**config.mk**
```make
export PLATFORM = sky130hd
export DESIGN_NAME = dmem_arbiter
export DESIGN_NICKNAME = d
export VERILOG_FILES = /design/src/rtl/dmem_arbiter_pkg.sv /design/src/rtl/dmem_arbiter_rr_arb2.sv /design/src/rtl/dmem_arbiter.sv
export SDC_FILE = /design/constraint.sdc
export NUM_CORES = 1
export LEC_CHECK = 0
export BUFFER_PORTS_ARGS = -buffer_cell sky130_fd_sc_hd__buf_2
export CORE_MARGIN = 4
export CORE_UTILIZATION = 47
export DETAILED_ROUTE_END_ITERATION = 10
export GPL_TIMING_DRIVEN = 0
export PLACE_DENSITY = 0.9
export SYNTH_ARGS = -nofsm -noshare
export SYNTH_HDL_FRONTEND = slang
export SYNTH_HIERARCHICAL = 1
export SYNTH_SLANG_ARGS = --single-unit
```
**constraint.sdc**
```tcl
create_clock -name clock -period 2.3 [get_ports clock]
set_clock_uncertainty 0.1 [all_clocks]
set_input_delay 0.23 -clock clock [delete_from_list [all_inputs] [get_ports clock]]
set_output_delay 0.23 -clock clock [all_outputs]
set_load 0.01 [all_outputs]
```
**src/rtl/dmem_arbiter_pkg.sv**
```systemverilog
// dmem_arbiter_pkg: shared state encoding, port ids and latency limits for the data-memory arbiter
package dmem_arbiter_pkg;
  typedef enum logic [1:0] {IDLE, ACCESS, RESP} state_t;
  localparam logic PORT_CPU    = 1'b0;
  localparam logic PORT_DBG    = 1'b1;
  localparam int   MEM_LAT_MAX = 4;
  localparam int   CNT_W       = $clog2(MEM_LAT_MAX + 1);
endpackage

```
**src/rtl/dmem_arbiter_rr_arb2.sv**
```systemverilog
// rr_arb2: two-input round-robin picker; a lone request wins, a tie goes to the port not granted last
module rr_arb2
  import dmem_arbiter_pkg::*;
(
  input  logic [1:0] req,
  input  logic       last,
  output logic       grant
);
  always_comb grant = (req == 2'b11) ? ~last : (req[PORT_DBG] ? PORT_DBG : PORT_CPU);
endmodule

```
**src/rtl/dmem_arbiter.sv**
```systemverilog
// dmem_arbiter: shares one fixed-latency data memory between the CPU and a debug/loader port
module dmem_arbiter
  import dmem_arbiter_pkg::*;
#(
  parameter int MEM_LAT = 1
) (
  input  logic        clock,
  input  logic        reset,
  input  logic        cpu_req,
  input  logic        cpu_we,
  input  logic [31:0] cpu_addr,
  input  logic [31:0] cpu_wdata,
  output logic [31:0] cpu_rdata,
  output logic        cpu_done,
  output logic        cpu_stall,
  input  logic        dbg_req,
  input  logic        dbg_we,
  input  logic [31:0] dbg_addr,
  input  logic [31:0] dbg_wdata,
  output logic [31:0] dbg_rdata,
  output logic        dbg_done,
  output logic [31:0] mem_addr,
  output logic [31:0] mem_wdata,
  output logic        mem_write,
  output logic        mem_read,
  input  logic [31:0] mem_rdata
);
  state_t           state, state_nx;
  logic [CNT_W-1:0] cnt;
  logic             owner, we, last, grant, any_req, access, resp_rd;
  logic [31:0]      addr, wdata, cpu_q, dbg_q;

  rr_arb2 u_arb (.req({dbg_req, cpu_req}), .last(last), .grant(grant));

  assign any_req = cpu_req | dbg_req;
  assign access  = state == ACCESS;
  assign resp_rd = state == RESP && !we;

  always_comb begin
    state_nx = state;
    state_nx = (state == IDLE)   ? (any_req ? ACCESS : IDLE) :
               (state == ACCESS) ? ((cnt == CNT_W'(1)) ? RESP : ACCESS) : IDLE;
  end

  always_ff @(posedge clock) begin
    if (reset) begin
      state <= IDLE;
      cnt   <= '0;
      owner <= PORT_CPU;
      we    <= 1'b0;
      addr  <= '0;
      wdata <= '0;
      last  <= PORT_DBG;
      cpu_q <= '0;
      dbg_q <= '0;
    end else begin
      state <= state_nx;
      if (state == IDLE && any_req) begin
        owner <= grant;
        last  <= grant;
        we    <= (grant == PORT_DBG) ? dbg_we    : cpu_we;
        addr  <= (grant == PORT_DBG) ? dbg_addr  : cpu_addr;
        wdata <= (grant == PORT_DBG) ? dbg_wdata : cpu_wdata;
        cnt   <= CNT_W'(MEM_LAT);
      end
      if (access) cnt <= cnt - 1'b1;
      if (resp_rd && owner == PORT_CPU) cpu_q <= mem_rdata;
      if (resp_rd && owner == PORT_DBG) dbg_q <= mem_rdata;
    end
  end

  // read data is forwarded straight from memory in the done cycle, then held in the port register
  assign mem_addr  = access ? addr  : '0;
  assign mem_wdata = access ? wdata : '0;
  assign mem_write = access && we;
  assign mem_read  = access && !we;
  assign cpu_done  = state == RESP && owner == PORT_CPU;
  assign dbg_done  = state == RESP && owner == PORT_DBG;
  assign cpu_rdata = (resp_rd && owner == PORT_CPU) ? mem_rdata : cpu_q;
  assign dbg_rdata = (resp_rd && owner == PORT_DBG) ? mem_rdata : dbg_q;
  assign cpu_stall = cpu_req && !cpu_done;
endmodule
```
; ---- Word level (Yosys, flattened, before mapping)
; Index checks and enable logic that the tools add are counted.
[word_totals]
memories = 0
mem_bits_rw = 0
rom_bits = 0
latch_bits = 0
inputBits = 166
elab_cells = 45
register_bits = 136
[op_classes]
multipliers = 0
div_mod_pow = 0
n_addsub = 1
n_reduce_logical = 13
n_eq_ne = 4
mux = 15
shifts = 0
n_bitwise = 3
order_cmp = 0
[ops]
columns = op, count
row1 = $mux W32, 6
row2 = $logic_and A1 B1 Y1, 9
row3 = $mux W2, 3
row4 = $mux W3, 2
row5 = $eq A2 B2 Y1 const B, 2
row6 = $mux W1, 4
row7 = $eq A3 B1 Y1 const B, 1
row8 = $sub A3 B1 Y3 const B, 1
row9 = $eq A2 B1 Y1 const B, 1
row10 = $logic_not A1 Y1, 2
row11 = $logic_not A2 Y1, 1
row12 = $not A1 Y1, 2
row13 = $reduce_bool A2 Y1, 1
row14 = $or A1 B1 Y1, 1

; ---- Depth between registers and ports, before layout
; Gate-level depths: netlist of the first run.
[depth]
word_depth = 4
mapped_depth = 6

; ---- Modules after synthesis
; The synthesis of the first run kept the hierarchy.
[modules_own_cells]
columns = mod, cells_per_inst, area_each_um2, n_inst
row1 = dmem_arbiter, 618, 6481.2, 1
row2 = rr_arb2, 1, 11.3, 1

; ---- Worst setup path after synthesis of the first run
; OpenSTA, ideal clock, no wires.
[synth_path]
kind = reg-to-reg
from = reg state[0]
to = reg cpu_q[23]
setup_slack_ps = 558
setup_time_ps = 114
arrival_ps = 1527
period_less_slack_ps = 1742
path_stages_with_launch = 6
cell_sequence = dfxtp_1 > buf_2 > nor4b_4 > buf_6 > mux2_1 > and2b_1
[synth_via]
elab_chain_cells = 4
[synth_lines]
columns = item, line_no
row1 = from (decl), dmem_arbiter.sv:28  ; state_t state, state_nx;
row2 = from (signal assigned), dmem_arbiter.sv:57  ; state <= state_nx;
row3 = $eq A2 B2 Y1, dmem_arbiter.sv:37  ; assign resp_rd = state == RESP && !we;
row4 = $logic_and A1 B1 Y1, dmem_arbiter.sv:37
row5 = $logic_and A1 B1 Y1, -
row6 = $mux W32, -
row7 = via cpu_rdata[23], dmem_arbiter.sv:13  ; output logic [31:0] cpu_rdata,
row8 = to (signal assigned), dmem_arbiter.sv:67  ; if (resp_rd && owner == PORT_CPU) cpu_q <= mem_rdata;
row9 = to (decl), dmem_arbiter.sv:31  ; logic [31:0] addr, wdata, cpu_q, dbg_q;
; The timed path passes the listed nets, and every way through them passes these cells.
; A chain may end at the register's enable or synchronous reset.

; ---- Worst setup path in the final report of the first run
[layout_path]
from = reg state[0]
to = out cpu_rdata[20]
[layout_via]
elab_chain_cells = 4
[layout_lines]
columns = item, line_no
row1 = $eq A2 B2 Y1, dmem_arbiter.sv:37
row2 = $logic_and A1 B1 Y1, dmem_arbiter.sv:37
row3 = $logic_and A1 B1 Y1, dmem_arbiter.sv:79  ; assign cpu_rdata = (resp_rd && owner == PORT_CPU) ? mem_rdata : cpu_q;
row4 = $mux W32, -
row5 = to (decl), dmem_arbiter.sv:13
; Every way passes these cells.

==> flow_summary.yaml, run 1 <==
layout:
  drive_gt1_share_pct: 46.3
  syn_to_final_growth_pct: 40.6
  diodes: 0
  stdcell_count: 1134
  nFillCells: 1015
  fin_util_pct: 68.1
  finish.instance_area_um2: 9130
  final_net_count: 1113
grt:
  grt_use_met1_pct: 26.8
  grtUsageTotal_pct: 23.9
  grt-ovfl-total: 0
  grt-busiest-layer: "met2"
  grt_pass1_wl_um: 30300
  antenna_found_initial: 0
  grt_max_degree: 17
  grt_pass1_vias: 5987
  grt_use_met3_pct: 5.59
  use_met2_pct: 43.4
placement:
  dpl.hpwl_um: 14900
  portBuffers: 297
  dp_cells: 1092
  placed_area_um2: 8200
  routabilityCongestion: 0.861
worst_hold_path:
  min_from: "cpu_wdata[3]"
  hp-class: "in -> reg"
  hold_depth: 3
  min_to: "wdata[3]"
setup_path:
  cp_common_cell: "buf_6"
  r2r_start: "state[1]"
  r2r_end: "wdata[14]"
  cpMaxStageDelayCell: "mux2_2"
  ff2ff_path_depth: 7
  cpPeakStageDelay_ns: 0.37
  cp_max_fo: 10
  worstSetupStartpointType: "flip-flop"
  cp-end-kind: "output pin"
  crit_required_ns: 1.97
  r2r_slack_ns: 0.32
  critPathKind: "reg -> out"
  arrival_ns: 1.96
  crit_chain: "buf_6 > nor4b_4 > buf_6 > buf_8 > mux2_2 > buf_2"
drt:
  first_pass_iters: 4
  drtAntennaViolNets: 0
  wire_per_inst_um: 17.9
  drt_wl_total_um: 20300
  drc: 0
  routed-via-count: 5856
  drtIter0Drc: 248
  via_per_inst: 5.16
synthesis:
  ys_top_cells_by_area: "dfxtp_1, mux2i_1, a211oi_1, mux2_4, and2b_1"
  synth_cells: 619
  synth_most_common_cell: "dfxtp_1"
  synth_top_area_cell: "dfxtp_1"
  ys_dominant_reg_cell: "dfxtp_1"
  synth.distinct_cells: 34
  synth_edf_count: 0
  netlist_area_um2: 6490
  ys_async_sr_fraction_pct: 0
  ys_ff_latch: 136
  synth_common_cells: "dfxtp_1, a21oi_1, a211oi_1, and2_1, mux2i_1"
  yosysTopAreaCellShare_pct: 41.9
  avgSynthCellArea_um2: 10.5
  synth_seq_area_share_pct: 41.9
  syn_nets: 787
  synth_warnings: 6
power:
  comb_power_share_pct: 17.7
  sequentialPowerShare_pct: 38.8
  vdd_ir_drop_max_mv: 0.430
  power.switching_mw: 1.75
  clkPwrFrac_pct: 43.5
  netSwitchingFraction_pct: 25.8
  p_per_area_nw_per_um2: 742
  p_int_mw: 5.03
  power_leakage_nw: 4.58
sta:
  timing.slew.headroom_pct: 56.2
  max_freq_mhz: 436
  grt_setup_unrepaired: "yes"
  drv_slew: 0
  post-route-period-util_pct: 99.7
  setup_tns_ns: 0
  setup_viol: 0
  hold_violations: 0
  period_needed_ns: 2.29
  tightest_slew_ns: 0.658
floorplanning:
  placementRows: 42
  core_um2: 13400
  fp.dieH_um: 126
  initial_utilization_pct: 48.5
  die_area_um2: 15800
  io_pins: 299
  die_x_um: 126
job:
  drv_cap: 0
clocking:
  clockBufferDepth: 2
  clk_pin_slew_ns: 0.06
  cts_tree: "yes"
  cts_sinks: 136
  cts_max_level: 4
  clkLatencyLatePin_ns: 0.40
  cts_buffers: 17
  clockRootBuffer: "clkbuf_16"
status:
  status: "complete, no violations"
[layer usage]
metal | vias up | routed length, µm
met5 | - | 0
li1 | 2835 | -
met1 | 2723 | 7810
met4 | 0 | 539
met2 | 261 | 10700
met3 | 37 | 1240
[through the flow]
stage | hold WS (ns) | setup WS [ns] | total power, mW
after CTS | 0.0444 | -0.00414 | 6.78
after global routing | 0.0549 | -0.0781 | 7.06
final | 0.0566 | 0.00664 | 6.78
after detailed placement | 0.403 | 0.192 | 3.83
after global placement | 0.393 | 0.204 | 3.79
after floorplan | 0.365 | 0.558 | 3.37
[sequential cells by signal, indices dropped and copies added, names as in the netlist]
name and count:
wdata 32, owner 1, cnt 3, state 2, dbg_q 32, cpu_q 32
we 1, addr 32, last 1
[how the worst max path moves through the flow]
stage,startpoint,end,cells after the start,slack (ns)
floorplan,state[0],cpu_q[23],5,0.56
global placement,state[0],mem_wdata[24],6,0.20
detailed placement,state[0],mem_wdata[24],6,0.19
CTS,state[0],dbg_rdata[4],6,-0.004
global route,state[0],cpu_rdata[20],6,-0.08
finish,state[0],cpu_rdata[20],6,0.007
[logic make-up after synthesis]
group,synth area share [%]
buf+inv,5.36
flops,41.9
xor+xnor,0.135
simple gates,15.8
mux,22.9
fa+ha+maj,0.385
compound gates,13.5
[cell usage in the layout (no fill, tap or decap), types with 6 or more instances in the layout]
master	Yosys	final
buf_6	3	14
clkbuf_16	0	18
a211oi_1	65	65
mux2_4	31	39
and2_1	65	65
buf_4	5	12
dfxtp_1	136	132
mux2i_1	65	65
and2b_1	60	59
nor2b_1	6	6
mux2_2	29	23
buf_2	20	303
clkbuf_1	29	28
a21oi_1	68	68
[critical path, delay by kind of cell, from the launching register on]
kind | cells | cell delay (ns)
buffers and inverters | 4 | 0.63
DFF | 1 | 0.35
muxes | 1 | 0.37
and+or+nand+nor | 1 | 0.22
[power groups by stage]
| stage | Clock (mW) | Sequential (mW) | Combinational (mW) |
|---|---|---|---|
| 3_3_place_gp | 0 | 2.67 | 1.13 |
| 2_1_floorplan | 0 | 2.64 | 0.727 |
| 4_1_cts | 2.98 | 2.63 | 1.18 |
| 6_report | 2.95 | 2.63 | 1.20 |
| 3_5_place_dp | 0 | 2.67 | 1.15 |
| 5_1_grt | 3.10 | 2.65 | 1.32 |
[area by class of cell]
| type | instances | area (µm²) | share of cell area [%] |
|---|---|---|---|
| Timing Repair Buffer | 308 | 1700 | 18.6 |
| Sequential cell | 136 | 2730 | 29.9 |
| Clock inverter | 10 | 165 | 1.81 |
| Multi-Input combinational cell | 421 | 3460 | 37.9 |
| Buffer | 59 | 359 | 3.93 |
| Inverter | 2 | 7.51 | 0.0822 |
| Tap cell | 176 | 220 | 2.41 |
| Clock buffer | 22 | 484 | 5.30 |
[repair_timing]
| action | CTS | global route |
|---|---|---|
| cloned | 1 | 1 |
| buffers inserted | 6 | 3 |
| endpoints found under the setup margin | 82 | 46 |
| resized for setup | 22 | 21 |
| pin swaps | 1 | 0 |
| hold buffers | 0 | 0 |
No activity file was read; power rests on OpenSTA's default activity.
==> run 2: changes to the inputs <==
- ABC_AREA: default -> 1
- CORE_UTILIZATION: 47 -> 49
- CTS_CLUSTER_SIZE: default -> 12
- GPL_TIMING_DRIVEN: 0 -> default
- PLACE_DENSITY: 0.9 -> 0.91
==> run 2 against run 1 <==
  * Final cell count grew 52%
  * Power shrank 0.67%
  * Register-to-register slack gained 0.38 ns
  * Die area grew 7.9%
  * Largest power group unchanged
  * Highest routed layer is now met5
==> flow_summary.yaml, run 2 <==
sta:
  holdWs_ns: 0.0541
  hold_violations: 0
  setup_viol: 0
  timing.slew.headroom_pct: 66.3
  drv_slew: 0
  post-route-period-util_pct: 90.8
  setup_tns_ns: 0
  fin_ws_ns: 0.213
  grt_setup_unrepaired: "no"
  tightest_slew_ns: 0.505
  period_needed_ns: 2.09
  max_freq_mhz: 479
floorplanning:
  die_area_um2: 17000
  initial_utilization_pct: 50.3
  die_x_um: 130
  io_pins: 299
  fp.dieH_um: 130
  core_um2: 14600
  placementRows: 44
drt:
  via_per_inst: 4.54
  drtIter0Drc: 431
  drtAntennaViolNets: 0
  first_pass_iters: 5
  drt_wl_total_um: 19700
  drc: 0
  routed-via-count: 7819
  wire_per_inst_um: 11.4
clocking:
  clockRootBuffer: "clkbuf_16"
  cts_tree: "yes"
  ctsResizeCount: 0
  clk_pin_slew_ns: 0.06
  cts_buffers: 17
  cts.hold.buffers_added: 0
  cts_setup_buffers: 0
  cts_max_level: 4
  clockBufferDepth: 2
  cts_sinks: 136
  clkLatencyLatePin_ns: 0.41
layout:
  layout_common_cells: "nand2_1, inv_1, buf_2, nor2_1, dfxtp_1"
  nFillCells: 1270
  syn_to_final_growth_pct: 30.0
  drive_gt1_share_pct: 23.5
  final_common_cell: "nand2_1"
  final_net_count: 1694
  fin_util_pct: 65.4
  diodes: 0
setup_path:
  cp-startpoint: "state[1]"
  crit_chain: "inv_2 > nor2_4 > buf_4 > nand4_1 > nand2_1 > inv_1 > buf_2"
  cp_max_fo: 32
  r2r_start: "state[0]"
  critPathKind: "reg -> out"
  cpPeakStageDelay_ns: 0.36
  crit_required_ns: 1.97
  worstSetupStartpointType: "flip-flop"
  arrival_ns: 1.76
  cpMaxStageDelayCell: "dfxtp_1"
  cp-end-kind: "output pin"
worst_hold_path:
  hp-class: "in -> reg"
  min_from: "dbg_wdata[18]"
grt:
  grt_pass1_vias: 6840
  antenna_found_initial: 2
  grt_pass1_wl_um: 30500
  grt_max_degree: 104
  grtUsageTotal_pct: 22.0
  grt-ovfl-total: 0
synthesis:
  yosysTopAreaCellShare_pct: 37.1
  synth_edf_count: 0
  ys_async_sr_fraction_pct: 0
  avgSynthCellArea_um2: 5.81
  synth_compound_area_share_pct: 4.83
  synthAdderAreaFrac_pct: 0.341
  syn_nets: 1430
  synth_warnings: 6
  synth_top_area_cell: "dfxtp_1"
  ys_dominant_reg_cell: "dfxtp_1"
  synth_common_cells: "nand2_1, inv_1, nor2_1"
  ys_ff_latch: 136
  netlist_area_um2: 7340
  synth_most_common_cell: "nand2_1"
  synth_seq_area_share_pct: 37.1
  synth_xor_area_share_pct: 0
  synth_simple_gate_area_share_pct: 37.0
  synth_mux_area_share_pct: 0
  synth_top_family_by_area: "simple AND/OR/NAND/NOR gates"
  synth_cells: 1262
  ys_top_cells_by_area: "dfxtp_1, nand2_1, inv_1, nor2_1, nand4_1"
  synth.distinct_cells: 23
placement:
  dpl.hpwl_um: 14600
  routabilityCongestion: 0.873
  place_ws_ns: 0.637
  portBuffers: 298
status:
  status: "complete, no violations"
job:
  drv_cap: 0
power:
  p_per_area_nw_per_um2: 706
  power.total_mw: 6.73
  vdd_ir_drop_max_mv: 0.479
  power_leakage_nw: 6.03
run 2: cell count changes after synthesis, moves of 60 or more:
| cell | change |
|---|---|
| inv_1 | +299 |
| nand4_1 | +65 |
| nand2_1 | +332 |
| nor2_1 | +259 |
| and2b_1 | -60 |
| mux2i_1 | -65 |
| a211oi_1 | -65 |
| a21oi_1 | -66 |
| and2_1 | -65 |
| o21ai_0 | +65 |
run 2: kinds of logic (layout without fill, tap and decap cells):
group	after synthesis	count (layout)
fa+ha+maj	2	2
flops	136	136
compound gates	70	70
simple gates	673	673
buf+inv	381	658
run 2: power by group:
part / total [mW] / leakage (nW) / internal (mW) / switching, mW
logic: 1.43 / 4.63 / 0.523 / 0.907
registers: 2.60 / 1.11 / 2.55 / 0.0546
clock network: 2.70 / 0.286 / 1.68 / 1.02
run 2: critical path: cells and delay by family (launching register included):
kind,cells,cell delay (ns)
buf+inv,4,0.56
flops,1,0.36
simple gates,3,0.44
run 2: area by class of cell:
class | instances | area [µm²] | area share (%)
Clock buffer | 21 | 470 | 4.93
Inverter | 304 | 1140 | 12.0
Timing Repair Buffer | 322 | 1730 | 18.2
Tap cell | 184 | 230 | 2.41
Multi-Input combinational cell | 745 | 3120 | 32.7
Clock inverter | 11 | 120 | 1.26
Sequential cell | 136 | 2720 | 28.6
run 2: metal layers:
layer | GRT usage [%] | vias to the layer above | routed length [µm]
met5 | 0 | - | 26
li1 | - | 4178 | -
met2 | 38.5 | 300 | 9540
met3 | 4.09 | 36 | 1490
met1 | 26.6 | 3301 | 8170
met4 | 8.83 | 4 | 431
run 2: metrics by stage:
stage                     instance area [µm²]  instances
after floorplan                          7340       1262
after global placement                   8940       1691
final                                    9540       1723
after global routing                     9540       1723
after detailed placement                 8940       1691
after CTS                                9540       1723
run 2: worst paths after layout:
kind              cells past startpoint            end  slack [ns]
setup / recovery                      7  dbg_rdata[22]        0.21
setup reg to reg                      6       wdata[4]        0.70
hold reg to reg                       2         cnt[1]        0.37
hold / removal                        5      wdata[18]        0.05
